`src/rtl/wishbone_nn_stream_if_if.sv`:
```
// rtl/wishbone_nn_stream_if_if.sv - Wishbone slave bus bundle for the NN stream bridge
interface wishbone_nn_stream_if_if;
  logic        wbs_stb_i;
  logic        wbs_cyc_i;
  logic        wbs_we_i;
  logic [3:0]  wbs_sel_i;
  logic [31:0] wbs_dat_i;
  logic [31:0] wbs_adr_i;
  logic        wbs_ack_o;
  logic [31:0] wbs_dat_o;

  modport master (
    output wbs_stb_i, wbs_cyc_i, wbs_we_i, wbs_sel_i, wbs_dat_i, wbs_adr_i,
    input  wbs_ack_o, wbs_dat_o
  );

  modport slave (
    input  wbs_stb_i, wbs_cyc_i, wbs_we_i, wbs_sel_i, wbs_dat_i, wbs_adr_i,
    output wbs_ack_o, wbs_dat_o
  );
endinterface

```
`src/rtl/wishbone_nn_stream_if.sv`:
```
// rtl/wishbone_nn_stream_if.sv - Wishbone to NN-core bridge with TX/RX FIFOs and STATUS/CTRL registers
// Optional interrupt output is enabled by defining WB_NN_IRQ_EN.
module wishbone_nn_stream_if #(
  parameter logic [31:0] BASE_ADDRESS = 32'h30000000,
  parameter int          DATA_W       = 32,
  parameter int          TX_DEPTH     = 8,
  parameter int          RX_DEPTH     = 8
) (
  input  logic              wb_clk_i,
  input  logic              wb_rst_ni,
  wishbone_nn_stream_if_if.slave wbs,
  output logic              tx_valid_o,
  output logic [DATA_W-1:0] tx_data_o,
  input  logic              tx_ready_i,
  input  logic              rx_valid_i,
  input  logic [DATA_W-1:0] rx_data_i,
  output logic              rx_ready_o
`ifdef WB_NN_IRQ_EN
  ,
  output logic              irq_o
`endif
);
  localparam int TX_AW = $clog2(TX_DEPTH);
  localparam int RX_AW = $clog2(RX_DEPTH);

  logic [DATA_W-1:0] tx_mem [TX_DEPTH];
  logic [DATA_W-1:0] rx_mem [RX_DEPTH];
  logic [TX_AW-1:0]  tx_wr, tx_rd;
  logic [RX_AW-1:0]  rx_wr, rx_rd;
  logic [TX_AW:0]    tx_count;
  logic [RX_AW:0]    rx_count;
  logic              ack_q, overflow, underflow;
  logic [31:0]       dat_q, rd_word, ctrl_rd;

  logic hit_data, hit_status, hit_ctrl, accept;
  logic wr_data, rd_data, ctrl_wr, tx_flush, rx_flush, sticky_clr;
  logic tx_full, tx_empty, rx_full, rx_empty;
  logic tx_push, tx_pop, rx_push, rx_pop;
  logic [7:0] tx_cnt8, rx_cnt8;
  logic unused_ok;

  assign hit_data   = wbs.wbs_adr_i == BASE_ADDRESS;
  assign hit_status = wbs.wbs_adr_i == BASE_ADDRESS + 32'd4;
  assign hit_ctrl   = wbs.wbs_adr_i == BASE_ADDRESS + 32'd8;
  assign accept     = wbs.wbs_stb_i & wbs.wbs_cyc_i & (hit_data | hit_status | hit_ctrl) & ~ack_q;

  assign wr_data    = accept & wbs.wbs_we_i & hit_data;
  assign rd_data    = accept & ~wbs.wbs_we_i & hit_data;
  assign ctrl_wr    = accept & wbs.wbs_we_i & hit_ctrl & wbs.wbs_sel_i[0];
  assign tx_flush   = ctrl_wr & wbs.wbs_dat_i[0];
  assign rx_flush   = ctrl_wr & wbs.wbs_dat_i[1];
  assign sticky_clr = ctrl_wr & wbs.wbs_dat_i[2];

  assign tx_full  = tx_count == (TX_AW+1)'(TX_DEPTH);
  assign tx_empty = tx_count == '0;
  assign rx_full  = rx_count == (RX_AW+1)'(RX_DEPTH);
  assign rx_empty = rx_count == '0;

  assign tx_valid_o = ~tx_empty;
  assign tx_data_o  = tx_mem[tx_rd];
  assign rx_ready_o = wb_rst_ni & ~rx_full;

  // A head pop on the same edge frees the slot, so a write to a full TX is not dropped then.
  assign tx_pop  = tx_valid_o & tx_ready_i;
  assign tx_push = wr_data & (~tx_full | tx_pop);
  assign rx_push = rx_valid_i & rx_ready_o;
  assign rx_pop  = rd_data & ~rx_empty;

  assign tx_cnt8 = 8'(tx_count);
  assign rx_cnt8 = 8'(rx_count);

  assign wbs.wbs_ack_o = ack_q;
  assign wbs.wbs_dat_o = dat_q;
  assign unused_ok = &{1'b0, wbs.wbs_sel_i[3:1], wbs.wbs_dat_i};

  always_comb begin
    rd_word = '0;
    if (!wbs.wbs_we_i) begin
      if (hit_data && !rx_empty)
        rd_word = 32'(rx_mem[rx_rd]);
      else if (hit_status)
        rd_word = {12'd0, underflow, overflow, rx_empty, tx_full, rx_cnt8, tx_cnt8};
      else if (hit_ctrl)
        rd_word = ctrl_rd;
    end
  end

  always_ff @(posedge wb_clk_i or negedge wb_rst_ni) begin
    if (!wb_rst_ni) begin
      ack_q <= 1'b0;
      dat_q <= '0;
    end else begin
      ack_q <= accept;
      if (accept) dat_q <= rd_word;
    end
  end

  always_ff @(posedge wb_clk_i or negedge wb_rst_ni) begin
    if (!wb_rst_ni) begin
      tx_wr <= '0; tx_rd <= '0; tx_count <= '0;
    end else if (tx_flush) begin
      tx_wr <= '0; tx_rd <= '0; tx_count <= '0;
    end else begin
      if (tx_push) tx_wr <= tx_wr + TX_AW'(1);
      if (tx_pop)  tx_rd <= tx_rd + TX_AW'(1);
      if (tx_push && !tx_pop)      tx_count <= tx_count + (TX_AW+1)'(1);
      else if (!tx_push && tx_pop) tx_count <= tx_count - (TX_AW+1)'(1);
    end
  end

  always_ff @(posedge wb_clk_i or negedge wb_rst_ni) begin
    if (!wb_rst_ni) begin
      rx_wr <= '0; rx_rd <= '0; rx_count <= '0;
    end else if (rx_flush) begin
      rx_wr <= '0; rx_rd <= '0; rx_count <= '0;
    end else begin
      if (rx_push) rx_wr <= rx_wr + RX_AW'(1);
      if (rx_pop)  rx_rd <= rx_rd + RX_AW'(1);
      if (rx_push && !rx_pop)      rx_count <= rx_count + (RX_AW+1)'(1);
      else if (!rx_push && rx_pop) rx_count <= rx_count - (RX_AW+1)'(1);
    end
  end

  // Storage is deliberately left out of reset.
  always_ff @(posedge wb_clk_i) begin
    if (tx_push && !tx_flush) tx_mem[tx_wr] <= wbs.wbs_dat_i[DATA_W-1:0];
    if (rx_push && !rx_flush) rx_mem[rx_wr] <= rx_data_i;
  end

  always_ff @(posedge wb_clk_i or negedge wb_rst_ni) begin
    if (!wb_rst_ni) begin
      overflow  <= 1'b0;
      underflow <= 1'b0;
    end else if (sticky_clr) begin
      overflow  <= 1'b0;
      underflow <= 1'b0;
    end else begin
      if (wr_data && tx_full && !tx_pop) overflow <= 1'b1;
      if (rd_data && rx_empty)           underflow <= 1'b1;
    end
  end

`ifdef WB_NN_IRQ_EN
  logic irq_en;

  assign ctrl_rd = {28'd0, irq_en, 3'd0};

  always_ff @(posedge wb_clk_i or negedge wb_rst_ni) begin
    if (!wb_rst_ni) begin
      irq_en <= 1'b0;
      irq_o  <= 1'b0;
    end else begin
      if (ctrl_wr) irq_en <= wbs.wbs_dat_i[3];
      irq_o <= irq_en & (~rx_empty | overflow | underflow);
    end
  end
`else
  assign ctrl_rd = '0;
`endif
endmodule

```
`src/flat_wrapper.sv`:
```
// flat-port wrapper written by rule: the top's interface ports become plain ports
module wishbone_nn_stream_if_flat 
#(
  parameter logic [31:0] BASE_ADDRESS = 32'h30000000,
  parameter int          DATA_W       = 32,
  parameter int          TX_DEPTH     = 8,
  parameter int          RX_DEPTH     = 8
)
  (wb_clk_i, wb_rst_ni, tx_valid_o, tx_data_o, tx_ready_i, rx_valid_i, rx_data_i, rx_ready_o, wbs_wbs_stb_i, wbs_wbs_cyc_i, wbs_wbs_we_i, wbs_wbs_sel_i, wbs_wbs_dat_i, wbs_wbs_adr_i, wbs_wbs_ack_o, wbs_wbs_dat_o);
  wishbone_nn_stream_if_if wbs_i ();
  input  logic wb_clk_i;
  input  logic wb_rst_ni;
  output logic tx_valid_o;
  output logic [DATA_W-1:0] tx_data_o;
  input  logic tx_ready_i;
  input  logic rx_valid_i;
  input  logic [DATA_W-1:0] rx_data_i;
  output logic rx_ready_o;
  input wire logic [$bits(wbs_i.wbs_stb_i)-1:0] wbs_wbs_stb_i;
  input wire logic [$bits(wbs_i.wbs_cyc_i)-1:0] wbs_wbs_cyc_i;
  input wire logic [$bits(wbs_i.wbs_we_i)-1:0] wbs_wbs_we_i;
  input wire logic [$bits(wbs_i.wbs_sel_i)-1:0] wbs_wbs_sel_i;
  input wire logic [$bits(wbs_i.wbs_dat_i)-1:0] wbs_wbs_dat_i;
  input wire logic [$bits(wbs_i.wbs_adr_i)-1:0] wbs_wbs_adr_i;
  output wire logic [$bits(wbs_i.wbs_ack_o)-1:0] wbs_wbs_ack_o;
  output wire logic [$bits(wbs_i.wbs_dat_o)-1:0] wbs_wbs_dat_o;
  assign wbs_i.wbs_stb_i = wbs_wbs_stb_i;
  assign wbs_i.wbs_cyc_i = wbs_wbs_cyc_i;
  assign wbs_i.wbs_we_i = wbs_wbs_we_i;
  assign wbs_i.wbs_sel_i = wbs_wbs_sel_i;
  assign wbs_i.wbs_dat_i = wbs_wbs_dat_i;
  assign wbs_i.wbs_adr_i = wbs_wbs_adr_i;
  assign wbs_wbs_ack_o = wbs_i.wbs_ack_o;
  assign wbs_wbs_dat_o = wbs_i.wbs_dat_o;
  wishbone_nn_stream_if #(.BASE_ADDRESS(BASE_ADDRESS), .DATA_W(DATA_W), .TX_DEPTH(TX_DEPTH), .RX_DEPTH(RX_DEPTH)) u_core (.wb_clk_i(wb_clk_i), .wb_rst_ni(wb_rst_ni), .wbs(wbs_i), .tx_valid_o(tx_valid_o), .tx_data_o(tx_data_o), .tx_ready_i(tx_ready_i), .rx_valid_i(rx_valid_i), .rx_data_i(rx_data_i), .rx_ready_o(rx_ready_o));
endmodule
```
`config.mk`:
```
export PLATFORM = sky130hd
export DESIGN_NAME = wishbone_nn_stream_if_flat
export DESIGN_NICKNAME = d
export VERILOG_FILES = /design/src/rtl/wishbone_nn_stream_if_if.sv /design/src/rtl/wishbone_nn_stream_if.sv /design/src/flat_wrapper.sv
export SDC_FILE = /design/constraint.sdc
export NUM_CORES = 1
export LEC_CHECK = 0
export BUFFER_PORTS_ARGS = -buffer_cell sky130_fd_sc_hd__buf_2
export CORE_MARGIN = 4
export CORE_UTILIZATION = 54
export CTS_CLUSTER_SIZE = 28
export DETAILED_ROUTE_END_ITERATION = 12
export GPL_ROUTABILITY_DRIVEN = 0
export PLACE_DENSITY = 0.72
export REMOVE_ABC_BUFFERS = 1
export SETUP_SLACK_MARGIN = 0.3
export SLEW_MARGIN = 20
export SYNTH_ARGS = -nofsm -noshare
export SYNTH_HDL_FRONTEND = slang
export SYNTH_SLANG_ARGS = --single-unit
export TNS_END_PERCENT = 10
```
`constraint.sdc`:
```
create_clock -name wb_clk_i -period 3.62 [get_ports wb_clk_i]
set_input_delay 0 -clock wb_clk_i [delete_from_list [all_inputs] [get_ports wb_clk_i]]
set_output_delay 0 -clock wb_clk_i [all_outputs]
set_load 0.05 [all_outputs]
```
==> results of run 1 <==
## metrics by stage
step | hold WS, ns | utilization, % | cell area, um^2 | setup WS [ns]
final | 0.0290 | 65.4 | 26200 | 0.591
after global placement | 0.253 | 59.1 | 23700 | 0.655
after global routing | 0.0556 | 65.4 | 26200 | 0.372
after CTS | 0.00509 | 65.4 | 26200 | 0.608
after detailed placement | 0.265 | 59.1 | 23700 | 0.628
after floorplan | -0.296 | - | 21800 | -0.716
## registers in the layout, indices dropped and copies added (netlist names)
register and count:
u_core.rx_mem 256, u_core.tx_mem 256, u_core.wbs.wbs_dat_o 32, u_core.rx_count 4
u_core.tx_count 4, u_core.rx_rd 3, u_core.rx_wr 3, u_core.tx_rd 3
u_core.tx_wr 3, u_core.overflow 1, u_core.underflow 1, u_core.wbs.wbs_ack_o 1
## Yosys cell counts (2+ instances only)
cell,instances
buf_4,7
xnor2_1,6
ha_1,10
nor3_1,7
nand2b_1,4
buf_1,2
buf_2,17
xor2_1,6
nand2_1,38
and2_1,3
o211ai_1,4
fa_1,2
and4_2,2
edfxtp_1,512
a221oi_1,8
mux4_2,119
mux2_2,33
or3_1,2
and4_1,2
o21a_1,2
nor2_1,39
a32oi_1,2
a21o_1,2
buf_6,4
o21ai_0,11
inv_1,14
dfrtp_1,55
nor2b_1,2
nor4_1,6
a21oi_1,16
mux2i_1,43
and3_1,4
o31ai_1,20
clkbuf_1,20
a22oi_1,8
nor3b_2,4
## repair_timing
action	in CTS	in global routing
setup buffers	0	0
setup endpoints to repair	0	0
hold buffers	75	0
endpoints found under the hold margin	586	0
## cell usage in the layout, fill, tap and decap left out, types with 3 or more instances in the layout
cell type and n:
o21ai_0 11, o211ai_1 4, mux4_2 119, inv_1 14, nor3_1 3, nor3b_4 4
xnor2_1 6, ha_1 10, and2_1 3, clkbuf_1 15, nand2_1 38, buf_2 170
xor2_1 6, mux2i_1 43, bufinv_16 4, nand2b_1 4, dfrtp_1 50, a22oi_1 8
nor2_4 8, nor2_1 31, clkbuf_16 58, buf_4 30, edfxtp_1 512, dfrtp_4 3
clkinv_2 12, a221oi_1 8, dlygate4sd3_1 75, clkinv_1 9, nor4_1 6, a21oi_1 16
and3_1 4, nor3_2 4, mux2_2 33, o31ai_1 20
## worst max-delay path by stage
stage                               from  depth (start not counted)                   to
floorplan           u_core.wbs.wbs_ack_o                          5  u_core.rx_mem[4][0]
global placement      u_core.tx_count[0]                         12   u_core.tx_count[3]
detailed placement    u_core.tx_count[0]                         12   u_core.tx_count[3]
CTS                   u_core.tx_count[0]                         12   u_core.tx_count[3]
global route          u_core.tx_count[0]                         12   u_core.tx_count[3]
finish                u_core.tx_count[0]                         12   u_core.tx_count[3]
## layer usage
| metal | GRT usage [%] | vias to the layer above |
|---|---|---|
| met2 | 34.7 | 292 |
| met1 | 27.9 | 5790 |
| met4 | 4.79 | 2 |
| met3 | 3.26 | 72 |
| met5 | 0 | - |
| li1 | - | 4916 |
## critical path, stage by stage (launching register included)
cell	delay [ns]
dfrtp_1	0.44
nor3_1	0.09
buf_4	0.15
a311oi_1	0.36
and3_1	0.39
ha_1	0.28
inv_1	0.08
ha_1	0.27
a21o_1	0.18
a21oi_1	0.17
xnor2_1	0.10
or3_1	0.31
a21oi_1	0.15
## where the power goes
part	internal, mW	switching, mW
Clock	3.25	2.32
Combinational	0.286	0.484
Sequential	7.42	0.111
## cells by family after synthesis
logic type	share of synthesized area, %
AO/OA/AOI/OAI	2.51
buffers and inverters	1.51
flip-flops	75.9
XOR/XNOR	0.476
AND/OR/NAND/NOR	3.11
adder cells (fa/ha/maj)	0.748
multiplexers	15.8
## cell type report
type | instances | area (um^2) | share of cell area, %
well taps | 525 | 657 | 2.51
clock buffers | 75 | 1540 | 5.86
clock inverters | 28 | 240 | 0.916
inverters | 14 | 52.6 | 0.200
repair buffers | 277 | 1870 | 7.12
flip-flops and latches | 567 | 16800 | 63.9
diodes | 2 | 5.00 | 0.0191
multi-input cells | 427 | 5100 | 19.4
==> run summary, run 1 <==
Skew-Pair Late Insertion Delay = 0.59 ns
initial core utilization = 55.1%
Crit Path Max Fanout = 5
max-slew violations = 0
Synth Instances = 1060
clk slew on worst S/H paths = 0.06 ns
Crit Path Class = reg2reg
drt wl/cell = 23.2 um
WL final = 44300 um
routed vias/inst = 5.78
Chip Width = 210 um
Pwr Total = 13.9 mW
Final ANT Viol Nets = 0
total gr overflow = 0
H-tree levels = 2
number of cells after detailed placement = 1735
Reg2Reg Depth = 12
drt drc = 0
Post-CTS Resized = 0
RSZ-0062 raised after global routing = no
TritonCTS clock tree = yes
HPWL Detailed = 25200 um
total clock sinks = 567
yosys warns = 0
Hold Violations, Final = 0
initial antenna violation count = 3
Initial DRC Count = 823
internal reg-to-reg setup slack = 0.59 ns
hold path cells = 6
filler cell count = 2616
Non-Filler Instances = 1915
RR Endpoint = u_core.tx_count[3]
Post-synth EDFFs = 512
share of cells above drive strength 1 = 33.6%
main flop type after synthesis = edfxtp_1
largest net degree at the start of global routing = 56
P_leak = 8.82 nW
Netlist cell types = 60
vias post-DR = 11072
ys async rst share = 9.70%
power per cell area = 529 mW/mm^2
Ports = 174
Tot GR Track Use = 20.3%
Die Height = 210 um
minimum clock period = 3.03 ns
nets@finish = 1461
synth top area cells = edfxtp_1 70%, mux4_2 12%, dfrtp_1 6.2%
max_cap viols = 0
met3 WL = 2400 um
routed metal-1 wire length = 18400 um
Setup crit end kind = flip-flop
CP required = 4.13 ns
Syn Area/Cell = 20.8 um^2
Post-Synthesis Cell Area = 0.0221 mm^2
Final Setup Violations = 0
Layout Area Growth over Synthesis = 18.8%
setup tns final = 0 ns
worst hold path endpoint = u_core.tx_wr[2]
sequential share of the synthesized area = 75.9%
vias in the first global route = 11673
first-pass GRT wire length = 68900 um
status = finished, final reports clean
period utilisation layout = 83.7%
CTS max path bufs = 3
flops & latches, synth = 567
Crit path arrival time = 3.54 ns
PortBufs = 170
Peak Freq = 0.330 GHz
row count = 73
Root Buffer = clkbuf_16
hold path startpoint = wbs_wbs_adr_i[30]
top cell type's share of synthesized area = 69.6%
uppermost routed layer = met5
post-synth top area cell = edfxtp_1
Placeable Area = 0.0401 mm^2
CTS Buf Count = 55
Max VDD drop = 0.000479 V
die footprint = 0.0442 mm^2
worst hold path type = in2reg
First-pass DRT Iterations = 5
CP startpoint kind = flip-flop
Worst Clk Skew = 0.0176 ns
Crit Reg-Reg Startpoint = u_core.tx_count[0]
slew at the pin closest to its max-slew limit = 0.883 ns
met2 WL = 22600 um
Slew headroom = 41.0%
(Power assumes the default switching activity.)
==> run 2: changes to the inputs <==
==> constraint.sdc (replaced) <==
create_clock -name wb_clk_i -period 2.45 [get_ports wb_clk_i]
set_input_delay 0 -clock wb_clk_i [delete_from_list [all_inputs] [get_ports wb_clk_i]]
set_output_delay 0 -clock wb_clk_i [all_outputs]
set_load 0.05 [all_outputs]
==> run summary, run 2 (synthesis results as in run 1) <==
Sw Share = 21.3% (was 21.0%)
WL final = 47800 um (was 44300 um)
minimum clock period = 2.45 ns (was 3.03 ns)
commonest non-fill, non-tap cell in the layout = edfxtp_1 (unchanged)
Crit Path Class = reg2reg (unchanged)
first-pass GRT wire length = 71400 um (was 68900 um)
H-tree levels = 2 (unchanged)
total clock sinks = 567 (unchanged)
slew at the pin closest to its max-slew limit = 0.818 ns (was 0.883 ns)
Die Height = 210 um (unchanged)
Comb pwr share = 7.6% (was 5.5%)
Crit Path Max Fanout = 2 (was 5)
Crit path arrival time = 2.98 ns (was 3.54 ns)
Root Buffer = clkbuf_16 (unchanged)
Worst Clk Skew = 0.0228 ns (was 0.0176 ns)
Placeable Area = 0.0401 mm^2 (unchanged)
CP max-delay cell = dfrtp_1 (unchanged)
First-pass DRT Iterations = 5 (unchanged)
initial antenna violation count = 2 (was 3)
sw power = 4.51 mW (was 2.91 mW)
routed vias/inst = 5.83 (was 5.78)
initial core utilization = 55.1% (unchanged)
failing checks = setup timing
Skew-Pair Late Insertion Delay = 0.60 ns (was 0.59 ns)
power per cell area = 760 mW/mm^2 (was 529 mW/mm^2)
drt wl/cell = 24.0 um (was 23.2 um)
hold path startpoint = wbs_wbs_adr_i[8] (was wbs_wbs_adr_i[30])
Setup crit start = u_core.wbs.wbs_ack_o (was u_core.tx_count[0])
vias in the first global route = 12197 (was 11673)
Crit Reg-Reg Startpoint = u_core.wbs.wbs_ack_o (was u_core.tx_count[0])
P_leak = 9.52 nW (was 8.82 nW)
Slew headroom = 45.4% (was 41.0%)
crit-path cells = nand3b_1 > buf_4 > a21oi_2 > and4_1 > inv_2 > ha_4 > inv_2 > ha_4 > a21o_1 > a21oi_2 > xnor2_1 > or3_1 > a21oi_1 (was nor3_1 > buf_4 > a311oi_1 > and3_1 > ha_1 > inv_1 > ha_1 > a21o_1 > a21oi_1 > xnor2_1 > or3_1 > a21oi_1)
Ports = 174 (unchanged)
Final Setup Violations = 1 (was 0)
Max VDD drop = 0.000749 V (was 0.000479 V)
setup ws final = -0.00244 ns (was 0.591 ns)
CP startpoint kind = flip-flop (unchanged)
pre-CTS WS = -0.109 ns (was 0.628 ns)
Setup crit end kind = flip-flop (unchanged)
TritonCTS clock tree = yes (unchanged)
clk slew on worst S/H paths = 0.06 ns (about the same)
nets@finish = 1541 (was 1461)
worst hold path type = in2reg (unchanged)
Hold Violations, Final = 0 (unchanged)
drt drc = 0 (unchanged)
Peak Freq = 0.408 GHz (was 0.330 GHz)
Pwr Total = 21.2 mW (was 13.9 mW)
Initial DRC Count = 930 (was 823)
Layout Area Growth over Synthesis = 26.4% (was 18.8%)
largest net degree at the start of global routing = 56 (unchanged)
period utilisation layout = 100% (was 83.7%)
filler cell count = 2437 (was 2616)
CP required = 2.98 ns (was 4.13 ns)
Chip Width = 210 um (unchanged)
Clock power frac = 40.0% (was 40.2%)
Tot GR Track Use = 21.2% (was 20.3%)
row count = 73 (unchanged)
RSZ-0062 raised after global routing = yes (was no)
vias post-DR = 11618 (was 11072)
share of cells above drive strength 1 = 39.2% (was 33.6%)
CTS max path bufs = 3 (unchanged)
Seq pwr share = 52.4% (was 54.3%)
max_cap viols = 0 (unchanged)
commonest non-fill, non-tap cells in the layout = 512 x edfxtp_1, 138 x buf_2, 119 x mux4_2 (was 512 x edfxtp_1, 170 x buf_2, 119 x mux4_2)
Worst path max stage delay = 0.37 ns (was 0.44 ns)
PortBufs = 170 (unchanged)
CTS Buf Count = 55 (unchanged)
total gr overflow = 0 (unchanged)
max-slew violations = 0 (unchanged)
HPWL Detailed = 26400 um (was 25200 um)
setup tns final = -0.00244 ns (was 0 ns)
status = complete, but fails checks (was finished, final reports clean)
internal power = 16.7 mW (was 11.0 mW)
Final ANT Viol Nets = 0 (unchanged)
die footprint = 0.0442 mm^2 (unchanged)
-- run 2: cell types whose count changed in the layout (fill, tap and decap cells not counted), sizes merged --
cell and delta:
buf +80, clkinv -8, bufinv +2, clkbuf +5, clkinvlp +3, dlygate4sd3 -4
-- run 2: cell type report --
type,instances,area [um^2],share of cell area [%]
Antenna cell,2,5.00,0.0179
Clock buffer,76,1540,5.51
Clock inverter,25,295,1.06
Inverter,14,56.3,0.202
Multi-Input combinational cell,427,5340,19.1
Sequential cell,567,16800,60.1
Tap cell,525,657,2.35
Timing Repair Buffer,357,3240,11.6
-- run 2: critical path, delay by kind of cell, from the launching register on --
| family | cells | cell delay, ns |
|---|---|---|
| buf+inv | 3 | 0.31 |
| compound gates | 4 | 0.54 |
| flops | 1 | 0.37 |
| fa+ha+maj | 2 | 0.35 |
| xor+xnor | 1 | 0.09 |
| simple gates | 3 | 0.72 |
-- run 2: final timing paths --
kind	slack [ns]	to	cells after the start
max	-0.002	u_core.rx_count[3]	13
min reg2reg	0.47	u_core.wbs.wbs_dat_o[5]	2
max reg2reg	-0.002	u_core.rx_count[3]	13
min	0.04	u_core.tx_wr[2]	6
min in group asynchronous	0.14	u_core.wbs.wbs_dat_o[31]	3
max in group asynchronous	1.68	u_core.tx_rd[0]	3
-- run 2: power groups by stage --
stage                     clock, mW  sequential, mW  combinational [mW]
after floorplan                   0            11.3               0.533
after global placement            0            11.3                1.18
after detailed placement          0            11.3                1.21
after CTS                      8.66            11.1                1.44
after global routing           9.11            11.1                1.72
final                          8.48            11.1                1.61
-- run 2: what timing repair did --
action / 4_1_cts / 5_1_grt
cloned: 4 / 2
hold endpoints to repair: 583 / 0
resized for setup: 65 / 121
pin swaps: 17 / 25
endpoints found under the setup margin: 502 / 572
hold buffers: 71 / 0
buffers inserted: 20 / 13
-- run 2: routing by layer --
layer  wire [um]  track usage [%]  vias up  part of all wire [%]
li1            -                -     5092                     -
met5          14                0        -                 0.029
met4        1270             6.30        2                   2.7
met2       24900             37.2      420                    52
met1       18400             27.3     6014                    38
met3        3160             4.03       90                   6.6
-- run 2: metrics by stage --
| step | utilization [%] | hold WS (ns) | cell area [um^2] | instances |
|---|---|---|---|---|
| final | 69.6 | 0.0403 | 27900 | 1993 |
| after global routing | 69.6 | 0.0429 | 27900 | 1992 |
| after CTS | 68.1 | 0.00669 | 27300 | 1976 |
| after detailed placement | 60.5 | 0.265 | 24300 | 1780 |
| after global placement | 60.5 | 0.252 | 24300 | 1780 |
| after floorplan | - | -0.296 | 21800 | 1008 |
